==> src/rtl/memory_game_pkg.sv <==
// memory_game_pkg
//   Shared definitions for the memory-game blocks: the default sequence
//   length, the default pattern (also used by the level checker), the
//   presenter FSM state encoding and a helper that sizes the dwell counter.
package memory_game_pkg;

    localparam int SEQ_LEN_DEFAULT = 9;

    // Default pattern. The presenter plays it and the level checker expects it.
    localparam logic [SEQ_LEN_DEFAULT-1:0] DEFAULT_SEQUENCE = 9'b101010101;

    typedef enum logic [1:0] {
        IDLE = 2'd0,
        SHOW = 2'd1,
        GAP  = 2'd2,
        DONE = 2'd3
    } pres_state_t;

    function automatic int max_int(input int a, input int b);
        return (a > b) ? a : b;
    endfunction

    // Width that holds every count from 0 up to the larger of the two dwells.
    function automatic int dwell_width(input int hold_cycles, input int gap_cycles);
        int w;
        w = $clog2(max_int(hold_cycles, gap_cycles) + 1);
        return (w < 1) ? 1 : w;
    endfunction

endpackage

==> src/rtl/dwell_counter.sv <==
// dwell_counter
//   Counts clock cycles spent in the current presenter state. The count
//   starts at 0 and restarts whenever clear is high. tc flags the last cycle
//   of the dwell: HOLD_TC in SHOW (gap_sel=0) or GAP_TC in GAP (gap_sel=1).
//   Ports:
//     clk      in   system clock, rising edge
//     reset_n  in   asynchronous active-low reset
//     clear    in   restart the count from 0 on the next edge
//     gap_sel  in   select the GAP terminal count instead of the SHOW one
//     tc       out  count has reached the selected terminal value
module dwell_counter #(
    parameter int               WIDTH   = 2,
    parameter logic [WIDTH-1:0] HOLD_TC = '0,
    parameter logic [WIDTH-1:0] GAP_TC  = '0
) (
    input  logic clk,
    input  logic reset_n,
    input  logic clear,
    input  logic gap_sel,
    output logic tc
);

    localparam logic [WIDTH-1:0] ONE = WIDTH'(1);

    logic [WIDTH-1:0] count;

    always_ff @(posedge clk or negedge reset_n) begin
        if (!reset_n) begin
            count <= '0;
        end else if (clear) begin
            count <= '0;
        end else begin
            count <= count + ONE;
        end
    end

    assign tc = (count == (gap_sel ? GAP_TC : HOLD_TC));

endmodule

==> src/rtl/seq_presenter.sv <==
// seq_presenter
//   Plays a captured SEQ_LEN-bit sequence out MSB first. Each element is
//   shown for HOLD_CYCLES cycles, with GAP_CYCLES blank cycles between
//   elements (none after the last one), followed by a one-cycle done pulse.
//
//   Handshake: start is a request that is accepted only in IDLE (busy=0);
//   while busy it is ignored, so busy acts as the inverse of a ready.
//   bit_valid is a pure strobe with no back-pressure: the display driver
//   shows bit_out whenever bit_valid is high. abort is a synchronous cancel
//   that wins over every other transition outside IDLE and never yields done.
//
//   Ports:
//     clk        in   system clock, rising edge
//     reset_n    in   asynchronous active-low reset
//     start      in   playback request, sampled only in IDLE
//     abort      in   cancel playback, back to IDLE without done
//     seq_in     in   sequence captured on an accepted start
//     bit_valid  out  an element is being displayed
//     bit_out    out  displayed element value, 0 when bit_valid=0
//     index      out  position being shown, SEQ_LEN-1 down to 0
//     busy       out  high in SHOW, GAP and DONE
//     done       out  one-cycle pulse on the last busy cycle
//     state      out  current FSM state (observability)
module seq_presenter
    import memory_game_pkg::*;
#(
    parameter int SEQ_LEN     = SEQ_LEN_DEFAULT,
    parameter int HOLD_CYCLES = 50_000_000,
    parameter int GAP_CYCLES  = 25_000_000,
    localparam int IW = (SEQ_LEN > 1) ? $clog2(SEQ_LEN) : 1
) (
    input  logic               clk,
    input  logic               reset_n,
    input  logic               start,
    input  logic               abort,
    input  logic [SEQ_LEN-1:0] seq_in,
    output logic               bit_valid,
    output logic               bit_out,
    output logic [IW-1:0]      index,
    output logic               busy,
    output logic               done,
    output pres_state_t        state
);

    localparam int            DW       = dwell_width(HOLD_CYCLES, GAP_CYCLES);
    localparam logic [DW-1:0] HOLD_TC  = DW'(HOLD_CYCLES - 1);
    localparam logic [DW-1:0] GAP_TC   = (GAP_CYCLES > 0) ? DW'(GAP_CYCLES - 1) : '0;
    localparam logic [IW-1:0] IDX_TOP  = IW'(SEQ_LEN - 1);
    localparam logic [IW-1:0] IDX_ONE  = IW'(1);

    logic [SEQ_LEN-1:0] seq_q;
    logic [IW-1:0]      index_dec;
    logic               dwell_clear;
    logic               dwell_tc;

    assign index_dec = index - IDX_ONE;

    // The dwell restarts on every state change and on the SHOW->SHOW
    // element step used when there is no gap; all of those coincide with
    // tc, abort, or being outside SHOW/GAP.
    assign dwell_clear = ((state != SHOW) && (state != GAP)) || abort || dwell_tc;

    dwell_counter #(
        .WIDTH   (DW),
        .HOLD_TC (HOLD_TC),
        .GAP_TC  (GAP_TC)
    ) u_dwell (
        .clk     (clk),
        .reset_n (reset_n),
        .clear   (dwell_clear),
        .gap_sel (state == GAP),
        .tc      (dwell_tc)
    );

    always_ff @(posedge clk or negedge reset_n) begin
        if (!reset_n) begin
            state     <= IDLE;
            seq_q     <= '0;
            index     <= '0;
            bit_valid <= 1'b0;
            bit_out   <= 1'b0;
            busy      <= 1'b0;
            done      <= 1'b0;
        end else begin
            done <= 1'b0;
            if ((state != IDLE) && abort) begin
                state     <= IDLE;
                index     <= '0;
                bit_valid <= 1'b0;
                bit_out   <= 1'b0;
                busy      <= 1'b0;
            end else begin
                case (state)
                    IDLE: begin
                        if (start) begin
                            seq_q     <= seq_in;
                            index     <= IDX_TOP;
                            bit_valid <= 1'b1;
                            bit_out   <= seq_in[SEQ_LEN-1];
                            busy      <= 1'b1;
                            state     <= SHOW;
                        end
                    end
                    SHOW: begin
                        if (dwell_tc) begin
                            if (index == '0) begin
                                // Last element: no trailing gap.
                                state     <= DONE;
                                bit_valid <= 1'b0;
                                bit_out   <= 1'b0;
                                done      <= 1'b1;
                            end else if (GAP_CYCLES > 0) begin
                                state     <= GAP;
                                bit_valid <= 1'b0;
                                bit_out   <= 1'b0;
                            end else begin
                                index   <= index_dec;
                                bit_out <= seq_q[index_dec];
                            end
                        end
                    end
                    GAP: begin
                        if (dwell_tc) begin
                            state     <= SHOW;
                            index     <= index_dec;
                            bit_valid <= 1'b1;
                            bit_out   <= seq_q[index_dec];
                        end
                    end
                    DONE: begin
                        state <= IDLE;
                        busy  <= 1'b0;
                    end
                    default: begin
                        state <= IDLE;
                    end
                endcase
            end
        end
    end

endmodule

==> config.mk <==
export PLATFORM = sky130hd
export DESIGN_NAME = seq_presenter
export DESIGN_NICKNAME = d
export VERILOG_FILES = /design/src/rtl/memory_game_pkg.sv /design/src/rtl/dwell_counter.sv /design/src/rtl/seq_presenter.sv
export SDC_FILE = /design/constraint.sdc
export NUM_CORES = 1
export LEC_CHECK = 0
export BUFFER_PORTS_ARGS = -buffer_cell sky130_fd_sc_hd__buf_2
export CORE_MARGIN = 2
export CORE_UTILIZATION = 45
export CTS_BUF_LIST = sky130_fd_sc_hd__clkbuf_4
export DETAILED_ROUTE_END_ITERATION = 7
export GPL_TIMING_DRIVEN = 1
export PLACE_DENSITY = 0.6
export SETUP_SLACK_MARGIN = 0.02
export SLEW_MARGIN = 15
export SYNTH_ARGS = -nofsm -noshare
export SYNTH_HDL_FRONTEND = slang
export SYNTH_SLANG_ARGS = --single-unit
==> constraint.sdc <==
create_clock -name clk -period 7 [get_ports clk]
set_clock_uncertainty 0.1 [all_clocks]
set_input_delay 1.4 -clock clk [delete_from_list [all_inputs] [get_ports clk]]
set_output_delay 1.4 -clock clk [all_outputs]
set_load 0.005 [all_outputs]
==> results of run 1 <==
## Yosys cell counts (2+ instances only)
cell	number	area share, %
dfrtp_1	45	45
nor2_1	29	4.3
xor2_1	19	6.6
nand2_1	16	2.4
inv_1	14	2.1
mux2_2	11	4.9
nand3_1	9	1.8
nand4_1	9	2.2
a21oi_1	8	1.6
ha_1	7	3.5
xnor2_1	7	2.4
and3_1	4	1.0
o21ai_0	4	0.80
and4_1	3	1.0
buf_2	3	0.60
clkbuf_1	3	0.45
mux2i_1	3	1.2
nand2b_1	3	0.75
nor4_2	3	1.5
or3_1	3	0.75
mux4_2	2	1.8
nand3b_1	2	0.60
nor3_1	2	0.40
nor3_2	2	0.80
o31ai_1	2	0.60
## worst max path at each step
| stage | from | end | slack, ns | cells after the start |
|---|---|---|---|---|
| after floorplan | abort | state[0]$_DFFE_PN0P_ | 4.61 | 4 |
| after global placement | state[0]$_DFFE_PN0P_ | u_dwell.count[22]$_DFF_PN0_ | 3.93 | 7 |
| after detailed placement | state[0]$_DFFE_PN0P_ | u_dwell.count[16]$_DFF_PN0_ | 3.83 | 7 |
| after CTS | state[0]$_DFFE_PN0P_ | u_dwell.count[16]$_DFF_PN0_ | 3.83 | 7 |
| after global routing | state[0]$_DFFE_PN0P_ | u_dwell.count[14]$_DFF_PN0_ | 3.60 | 7 |
| final | state[0]$_DFFE_PN0P_ | u_dwell.count[16]$_DFF_PN0_ | 3.87 | 7 |
## state kept, by name, summed over array words and instances, names as in the netlist
register / flops
bit_out: 1
u_dwell.count: 26
busy: 1
bit_valid: 1
state: 2
index: 4
seq_q: 9
done: 1
## metrics by stage
| stage | std cells | utilization (%) |
|---|---|---|
| CTS | 335 | 50.6 |
| finish | 335 | 50.6 |
| detailed placement | 327 | 49.2 |
| floorplan | 240 | - |
| global route | 335 | 50.6 |
| global placement | 327 | 49.2 |
## cells by family after synthesis
family	synth area share, %
compound gates	9.33
xor+xnor	9.08
fa+ha+maj	3.49
buf+inv	3.44
flops	44.9
mux	8.38
simple gates	21.4
## final cells by class
cell class	instances	area, µm²	area share (%)
clock buffer	6	45.0	1.64
clock inverter	2	33.8	1.23
inverter	14	52.6	1.91
multi-input combinational	174	1300	47.1
sequential	45	1130	40.9
tap	72	90.1	3.27
timing repair buffer	22	110	4.00
## power groups by stage
stage               Sequential [W]  Combinational (W)  Clock (W)
finish                    0.000341           0.000278   0.000163
global route              0.000349           0.000312   0.000177
CTS                       0.000342           0.000280   0.000169
detailed placement        0.000347           0.000279          0
global placement          0.000345           0.000277          0
floorplan                 0.000340           0.000217          0
## metal layers
| layer | up-vias | wire (µm) | GRT usage (%) |
|---|---|---|---|
| met5 | - | 0 | 0 |
| met4 | 0 | 54 | 5.44 |
| met3 | 4 | 185 | 4.14 |
| met2 | 28 | 2170 | 24.6 |
| met1 | 893 | 2340 | 22.9 |
| li1 | 889 | - | - |
==> key figures, run 1 <==
Critical path
  – CP Max Fanout: 26
  – WP data arrival: 3.25 ns
  – Worst Setup End Kind: register
  – CP Class: reg -> reg
  – R2R setup slack: between 3 and 4 ns
  – Crit-path max cell delay: between 0.7 and 0.8 ns
  – CP Cell Sequence: inv_1 > ha_1 > or3b_4 > a2111oi_0 > o211a_1 > or3_1 > nor2_1
  – RR Endpoint: u_dwell.count[16]$_DFF_PN0_
  – CP bufs+invs: 1
  – Reg-to-Reg Start: state[0]$_DFFE_PN0P_
  – CP required: 7.12 ns
  – Reg2Reg Depth: 7
  – CP startpoint kind: register
  – Slowest CP cell: or3_1
  – CP delay by family, top: simple AND/OR/NAND/NOR gates

Routing
  – Pre-antenna DRT Iters: 4
  – DRT Wirelength: ~4.7 mm
  – DR WL/cell: 14.2 µm
  – DR iter-0 viols: 94
  – Residual DRC: 0
  – Via Count: 1814
  – Routed Antenna Nets: 0
  – Vias per inst: roughly 5.4

Timing
  – Worst Setup Slack, final: around 3.9 ns
  – Fmax: 320 MHz
  – Slew Limit Headroom: 33.7%
  – Final setup viols: 0
  – Final hold slack: 0.397 ns
  – Final min period: 3.13 ns
  – Setup repair after global routing missed its margin: no
  – Setup_tns: 0 ns
  – Slew @ Worst Pin: 0.994 ns
  – Max Slew Vio Count: 0
  – Crit share post-route: 44.7%
  – Final Hold Fails: 0

CTS
  – Sink Count: 45
  – Htree depth: 2
  – Hold Buf Count CTS: 0
  – Clock Pin Slew Worst Setup and Hold Paths: 0.13 ns
  – Clk Latency, worst-skew pair: 0.36 ns
  – Clock Root Buffer: clkbuf_4
  – CTS tree: built
  – Postcts setup bufs: 0
  – Post_cts resized: 0
  – Num CTS Buffers: 5
  – Max Buffers Root-to-Sink: 2

Placement
  – Port Buffer Count: 22
  – DP HPWL: 3.28 mm
  – GP Congestion: 0.772
  – Worst slack, placed: 3.83 ns
  – Placed Area: 2680 µm²

Synth
  – Post-synth EDFFs: 0
  – Library cells used by synthesis: 52
  – Synth Flop Type: dfrtp_1
  – YS warnings: 0
  – FF+latch count, synth: 45
  – Mapped Cells: 240
  – Ys async rst share: 100%
  – Syn_area_per_cell: about 10 µm²
  – Mapped Area: 2510 µm²
  – Register area share after synthesis: 44.9%
  – Synthesized Nets: 260

GRT
  – Largest net degree at the start of global routing: 46
  – Grt total ovfl: 0
  – Tot GR Track Use: 16.3%
  – First-pass GRT wire length: between 7 and 8 mm
  – Initial antenna violation count: 0
  – Vias in the first global route: approximately 1700

Floorplan
  – Die area: roughly 6200 µm²
  – Die height: 78.7 µm
  – Starting Density: 46.1%
  – Die width: 78.7 µm
  – Core area: 5440 µm²
  – Row cnt: 27
  – I/O pin count: 23

Cells and area
  – Fillcell total: 519
  – Commonest non-fill, non-tap cells in the layout: 45 x dfrtp_1, 29 x nor2_1, 22 x buf_2, 19 x xor2_1, 16 x nand2_1
  – Fin nets: 282
  – Area delta synth->final: 9.78%
  – Most common cell after layout, fill and taps aside: dfrtp_1
  – Ratio of cells with drive above 1 in the final layout: 21.3%
  – Fin area: about 2800 µm²
  – Ant diodes: 0

Min path
  – Hold Crit Class: reg -> reg
  – Hold path depth: 1
  – Hold Path Origin: u_dwell.count[0]$_DFF_PN0_
  – Hold path endpoint: u_dwell.count[0]$_DFF_PN0_

Status
  – Status: completed

Power and ir drop
  – Sw frac: 34.2%
  – Pwr Total: between 0.0007 and 0.0008 W
  – Leak Pwr: 1.20 nW
  – Int Pwr: around 0.00051 W
  – Clock power share: 20.9%
  – Switch Pwr: 0.000268 W
  – Reg power frac: around 44%
  – Max IR drop VDD: around 150 µV
  – Cell area power density: 284 nW/µm²
  – Logic pwr share: a little over a third

Run
  – Max Cap Violations: 0
Power figures use the tool's default switching activity.
==> run 2: changes to the inputs <==
==> constraint.sdc (replaced) <==
create_clock -name clk -period 3.1 [get_ports clk]
set_clock_uncertainty 0.1 [all_clocks]
set_input_delay 0.62 -clock clk [delete_from_list [all_inputs] [get_ports clk]]
set_output_delay 0.62 -clock clk [all_outputs]
set_load 0.005 [all_outputs]
==> run 2 against run 1 <==
  * Fmax grew 25%
  * Clock power increased by 120%
  * Setup slack lost 3.3 ns
  * Critical path depth unchanged
  * Routed wire length shrank 5.2%
  * Critical endpoint is now state[0]$_DFFE_PN0P_
  * Design area up 1.1%
  * Highest routed layer unchanged
  * Core utilization rose by 0.55 points
  * Sequential power up 120%
  * Largest power group unchanged
  * First-iteration DRC count decreased by 27%
  * Register-to-register slack got worse by 3.3 ns
  * Combinational power is 130% higher
==> key figures, run 2 (synthesis gave the netlist of run 1 again) <==
Status
  – Status: completed

Critical path
  – Crit-path max cell delay: 0.46 ns
  – Reg2Reg Depth: 7
  – CP startpoint: state[0]$_DFFE_PN0P_
  – CP Class: reg -> reg
  – CP required: between 3 and 4 ns
  – Worst Setup End Kind: register
  – CP Cell Sequence: inv_1 > ha_1 > or3b_4 > a2111oi_4 > o211ai_4 > a21oi_2 > mux2_1
  – CP Max Fanout: 6
  – Setup crit end: state[0]$_DFFE_PN0P_
  – R2R setup slack: roughly 0.6 ns
  – Slowest CP cell: dfrtp_1
  – WP data arrival: 2.64 ns
  – CP startpoint kind: register
  – Reg-to-Reg Start: state[0]$_DFFE_PN0P_
  – RR Endpoint: state[0]$_DFFE_PN0P_

Floorplan
  – Die area: 6190 µm²
  – Starting Density: 46.1%
  – I/O pin count: 23
  – Die width: 78.7 µm
  – Row cnt: 27
  – Die height: 78.7 µm
  – Core area: 5440 µm²

Routing
  – Via Count: 1817
  – DRT Wirelength: 4.50 mm
  – DR iter-0 viols: ~70
  – Routed Antenna Nets: 0
  – Pre-antenna DRT Iters: 4
  – Residual DRC: 0
  – DR WL/cell: 13.3 µm
  – Vias per inst: 5.36

Power and ir drop
  – Leak Pwr: 1.22 nW
  – Logic pwr share: 36.3%
  – Max IR drop VDD: 393 µV
  – Clock power share: 20.1%
  – Reg power frac: 43.6%
  – Sw frac: 33.3%
  – Switch Pwr: 0.000586 W
  – Cell area power density: 632 nW/µm²
  – Int Pwr: ~0.0012 W
  – Pwr Total: 0.00176 W

Cells and area
  – Max reg flops: 26
  – FF/Latch Area: 1130 µm²
  – Multi-input logic area: approximately 1300 µm²
  – Largest Register: u_dwell.count
  – Ant diodes: 0
  – Area delta synth->final: 11.0%
  – Most common cell after layout, fill and taps aside: dfrtp_1
  – Fillcell total: 517
  – Fin nets: 286
  – Commonest non-fill, non-tap cells in the layout: 45 x dfrtp_1, 29 x nor2_1, 22 x buf_2, 19 x xor2_1, 16 x nand2_1
  – Ratio of cells with drive above 1 in the final layout: 22.5%
  – Regs by FF count: u_dwell.count (26), seq_q (9), index (4)

CTS
  – Postcts setup bufs: 0
  – Sink Count: 45
  – Post_cts resized: 0
  – Htree depth: 2
  – Clk Latency, worst-skew pair: approximately 0.35 ns
  – Clock Pin Slew Worst Setup and Hold Paths: 0.12 ns
  – Hold Buf Count CTS: 0
  – Max Buffers Root-to-Sink: 2
  – CTS tree: built
  – Clock Root Buffer: clkbuf_4
  – Num CTS Buffers: 5

GRT
  – Met2 GRT Util: 25.4%
  – Most Crowded Layer GR: met2
  – Largest net degree at the start of global routing: 32
  – Tot GR Track Use: 16.7%
  – GR Util met3: 4.02%
  – First-pass GRT wire length: 8.16 mm
  – Grt total ovfl: 0
  – Vias in the first global route: 1719
  – M1 GR Usage: 23.3%
  – Initial antenna violation count: 0

Timing
  – Final setup viols: 0
  – Slew @ Worst Pin: 0.805 ns
  – Final Hold Fails: 0
  – Crit share post-route: 80.4%
  – Max Slew Vio Count: 0
  – Setup repair after global routing missed its margin: no
  – Final min period: 2.49 ns
  – Fmax: 401 MHz
  – Final hold slack: 0.0514 ns
  – Slew Limit Headroom: 45.9%
  – Setup_tns: 0 ns

Run
  – Max Cap Violations: 0

Placement
  – Port Buffer Count: 22
  – DP HPWL: 3.30 mm
  – GP Congestion: roughly 0.79

Min path
  – Hold Crit Class: in -> async
## run 2: layout make-up
class                   count  share of cell area (%)
multi-input cells         174                    46.6
clock inverters             2                    1.21
clock buffers               6                    1.62
flip-flops and latches     45                    40.4
inverters                  14                    1.89
well taps                  72                    3.24
repair buffers             26                    5.03
## run 2: worst min-delay path by stage
| stage | endpoint | from | slack [ns] |
|---|---|---|---|
| 5_1_grt | u_dwell.count[2]$_DFF_PN0_ | reset_n | 0.04 |
| 2_1_floorplan | bit_out$_DFFE_PN0P_ | reset_n | 0.22 |
| 4_1_cts | u_dwell.count[2]$_DFF_PN0_ | reset_n | 0.05 |
| 3_5_place_dp | u_dwell.count[0]$_DFF_PN0_ | u_dwell.count[0]$_DFF_PN0_ | 0.38 |
| 3_3_place_gp | u_dwell.count[0]$_DFF_PN0_ | u_dwell.count[0]$_DFF_PN0_ | 0.38 |
| 6_report | u_dwell.count[2]$_DFF_PN0_ | reset_n | 0.05 |
## run 2: per-stage QoR
stage	setup WS (ns)	cells	area [µm²]	util, %
finish	0.607	339	2780	51.2
floorplan	0.736	240	2510	-
detailed placement	0.594	331	2710	49.7
global route	0.299	339	2780	51.2
CTS	0.562	339	2780	51.2
global placement	0.663	331	2710	49.7
## run 2: power by group through the flow
stage          sequential [W]  combinational (W)  clock, W
2_1_floorplan        0.000767           0.000490         0
3_3_place_gp         0.000780           0.000641         0
3_5_place_dp         0.000782           0.000642         0
4_1_cts              0.000769           0.000646  0.000370
5_1_grt              0.000787           0.000724  0.000396
6_report             0.000767           0.000638  0.000354
## run 2: critical path, delay by kind of cell (launching register included)
kind / cells / cell delay [ns]
AOI/OAI and AO/OA: 3 / 0.83
muxes: 1 / 0.34
DFF: 1 / 0.46
adders and majority gates: 1 / 0.17
buffers and inverters: 1 / 0.10
and+or+nand+nor: 1 / 0.40
## run 2: per-layer routing
layer,share of wire [%],vias up
li1,-,898
met1,48,885
met2,48,30
met3,3.5,4
met4,1.2,0
met5,0,-
==> run 3: changes to the inputs <==
--- a/config.mk
+++ b/config.mk
@@ -11,7 +11,7 @@
 export CTS_BUF_LIST = sky130_fd_sc_hd__clkbuf_4
 export DETAILED_ROUTE_END_ITERATION = 7
 export GPL_TIMING_DRIVEN = 1
-export PLACE_DENSITY = 0.6
+export PLACE_DENSITY = 0.63
 export SETUP_SLACK_MARGIN = 0.02
 export SLEW_MARGIN = 15
 export SYNTH_ARGS = -nofsm -noshare
==> constraint.sdc (replaced) <==
create_clock -name clk -period 2.1 [get_ports clk]
set_clock_uncertainty 0.1 [all_clocks]
set_input_delay 0.42 -clock clk [delete_from_list [all_inputs] [get_ports clk]]
set_output_delay 0.42 -clock clk [all_outputs]
set_load 0.005 [all_outputs]
==> run 3 against run 2 <==
  * The run now ends with setup timing left
  * Die area unchanged
  * Global-route usage is 1.6 points higher
  * Combinational power is 100% higher
  * Setup slack worse by 0.82 ns
  * Critical endpoint unchanged
  * Largest cell class unchanged
  * Highest routed layer unchanged
==> key figures, run 3 (synthesis gave the netlist of run 1 again) <==
Cells and area
  – Fillcell total: roughly 460
  – FF/Latch Area: 1130 µm²
  – Post-layout util: 58.1%
  – Fin nets: 322
  – Ratio of cells with drive above 1 in the final layout: 33.7%
  – Largest Register: u_dwell.count
  – Max reg flops: 26
  – Multi-input logic area: 1350 µm²
  – Most common cell after layout, fill and taps aside: dfrtp_1
  – Regs by FF count: u_dwell.count (26), seq_q (9), index (4)
  – Area delta synth->final: 26.0%
  – Ant diodes: 0
  – Commonest non-fill, non-tap cells in the layout: 45 x dfrtp_1, 35 x buf_4, 29 x nor2_1, 22 x buf_2, 19 x xor2_1

Floorplan
  – Die width: roughly 80 µm
  – Starting Density: 46.1%
  – Core area: 5440 µm²
  – I/O pin count: 23
  – Die height: 78.7 µm
  – Die area: 6190 µm²
  – Row cnt: 27

Critical path
  – CP Class: reg -> reg
  – WP data arrival: about 2.5 ns
  – CP startpoint kind: register
  – CP Cell Sequence: ha_4 > buf_4 > nand3b_1 > a2111oi_4 > o211ai_4 > a21oi_2 > mux2_4
  – Reg-to-Reg Start: state[1]$_DFFE_PN0P_
  – RR Endpoint: state[0]$_DFFE_PN0P_
  – Reg2Reg Depth: 7
  – CP Max Fanout: 5
  – R2R setup slack: -0.21 ns
  – Worst Setup End Kind: register
  – CP required: about 2.3 ns
  – Crit-path max cell delay: 0.44 ns
  – Setup crit end: state[0]$_DFFE_PN0P_
  – Slowest CP cell: dfrtp_1
  – CP startpoint: state[1]$_DFFE_PN0P_

Power and ir drop
  – Logic pwr share: 43.8%
  – Switch Pwr: 0.00101 W
  – Leak Pwr: 1.43 nW
  – Int Pwr: 0.00197 W
  – Max IR drop VDD: 554 µV
  – Sw frac: 33.9%
  – Reg power frac: 38.0%
  – Pwr Total: 0.00298 W
  – Cell area power density: around 940 nW/µm²
  – Clock power share: 18.1%

CTS
  – Htree depth: 2
  – Sink Count: 45
  – CTS tree: built
  – Clock Root Buffer: clkbuf_4
  – Max Buffers Root-to-Sink: 2
  – Num CTS Buffers: 5
  – Clk Latency, worst-skew pair: 0.35 ns
  – Clock Pin Slew Worst Setup and Hold Paths: 0.13 ns

GRT
  – Grt total ovfl: 0
  – Vias in the first global route: 1903
  – Initial antenna violation count: 0
  – Tot GR Track Use: 18.3%
  – Largest net degree at the start of global routing: 18
  – First-pass GRT wire length: 8.97 mm

Routing
  – Residual DRC: 0
  – DRT Wirelength: 5.12 mm
  – Routed Antenna Nets: 0
  – Pre-antenna DRT Iters: 4
  – DR WL/cell: 13.7 µm
  – Vias per inst: roughly 5.1
  – DR iter-0 viols: 88
  – Via Count: 1911

Placement
  – Port Buffer Count: 22
  – DP HPWL: 3.69 mm
  – Worst slack, placed: -0.278 ns
  – GP Congestion: 0.791

Timing
  – Slew @ Worst Pin: between 0.4 and 0.5 ns
  – Max Slew Vio Count: 0
  – Final Hold Fails: 0
  – Fmax: 432 MHz
  – Final hold slack: 0.186 ns
  – Setup_tns: -5.92 ns
  – Worst Setup Slack, final: -0.214 ns
  – Final setup viols: 34
  – Final min period: 2.31 ns
  – Slew Limit Headroom: a little over two thirds
  – Setup repair after global routing missed its margin: yes
  – Crit share post-route: 110%

Status
  – Failing checks: setup timing
  – Status: complete, but fails checks

Min path
  – Hold Crit Class: in -> reg

Run
  – Max Cap Violations: 0
-- run 3: changes by cell type in the layout (fill, tap and decap cells not counted), moves of 2 or more --
| cell | change |
|---|---|
| buf_4 | +31 |
| a21oi_2 | +2 |
| mux2_4 | +2 |
| a21oi_1 | -2 |
-- run 3: how the worst min path moves through the flow --
stage,from,endpoint,slack (ns),cells after the start
3_3_place_gp,reset_n,u_dwell.count[3]$_DFF_PN0_,0.24,1
6_report,seq_in[4],seq_q[4]$_DFFE_PN0P_,0.19,2
4_1_cts,seq_in[3],seq_q[3]$_DFFE_PN0P_,0.17,2
5_1_grt,seq_in[7],seq_q[7]$_DFFE_PN0P_,0.16,2
2_1_floorplan,reset_n,bit_out$_DFFE_PN0P_,0.02,0
3_5_place_dp,reset_n,u_dwell.count[3]$_DFF_PN0_,0.24,1
-- run 3: cell type report --
class | count | share of cell area (%)
repair buffers | 62 | 14.8
clock inverters | 3 | 1.31
well taps | 72 | 2.85
flip-flops and latches | 45 | 35.6
inverters | 14 | 1.66
clock buffers | 5 | 1.19
multi-input cells | 174 | 42.6
-- run 3: metrics by stage --
step | cell area [µm²] | instances
floorplan | 2510 | 240
global placement | 2920 | 357
detailed placement | 2920 | 357
CTS | 3110 | 371
global route | 3160 | 375
finish | 3160 | 375
-- run 3: metal layers --
layer | vias up | part of all wire [%] | track usage, %
li1 | 971 | - | -
met5 | - | 0 | 0
met3 | 4 | 3.3 | 3.68
met4 | 0 | 0.82 | 5.26
met1 | 910 | 50 | 26.1
met2 | 26 | 46 | 28.1
-- run 3: worst max-delay path: cells and delay by family, from the launching register on --
family	cells	cell delay [ns]
flops	1	0.44
buf+inv	1	0.13
simple gates	1	0.22
mux	1	0.32
fa+ha+maj	1	0.18
compound gates	3	0.82
-- run 3: what timing repair did --
item                       4_1_cts  5_1_grt
pin swaps                        4        5
resized for setup               10        2
hold buffers                     1        0
setup endpoints to repair       35       35
hold endpoints to repair        13        0
cloned                           1        1
setup buffers                    4        3
-- run 3: power groups by stage --
stage | combinational [W] | clock (W) | sequential, W
6_report | 0.00130 | 0.000540 | 0.00113
5_1_grt | 0.00143 | 0.000591 | 0.00116
4_1_cts | 0.00125 | 0.000552 | 0.00113
3_5_place_dp | 0.00109 | 0 | 0.00114
3_3_place_gp | 0.00108 | 0 | 0.00114
2_1_floorplan | 0.000729 | 0 | 0.00113
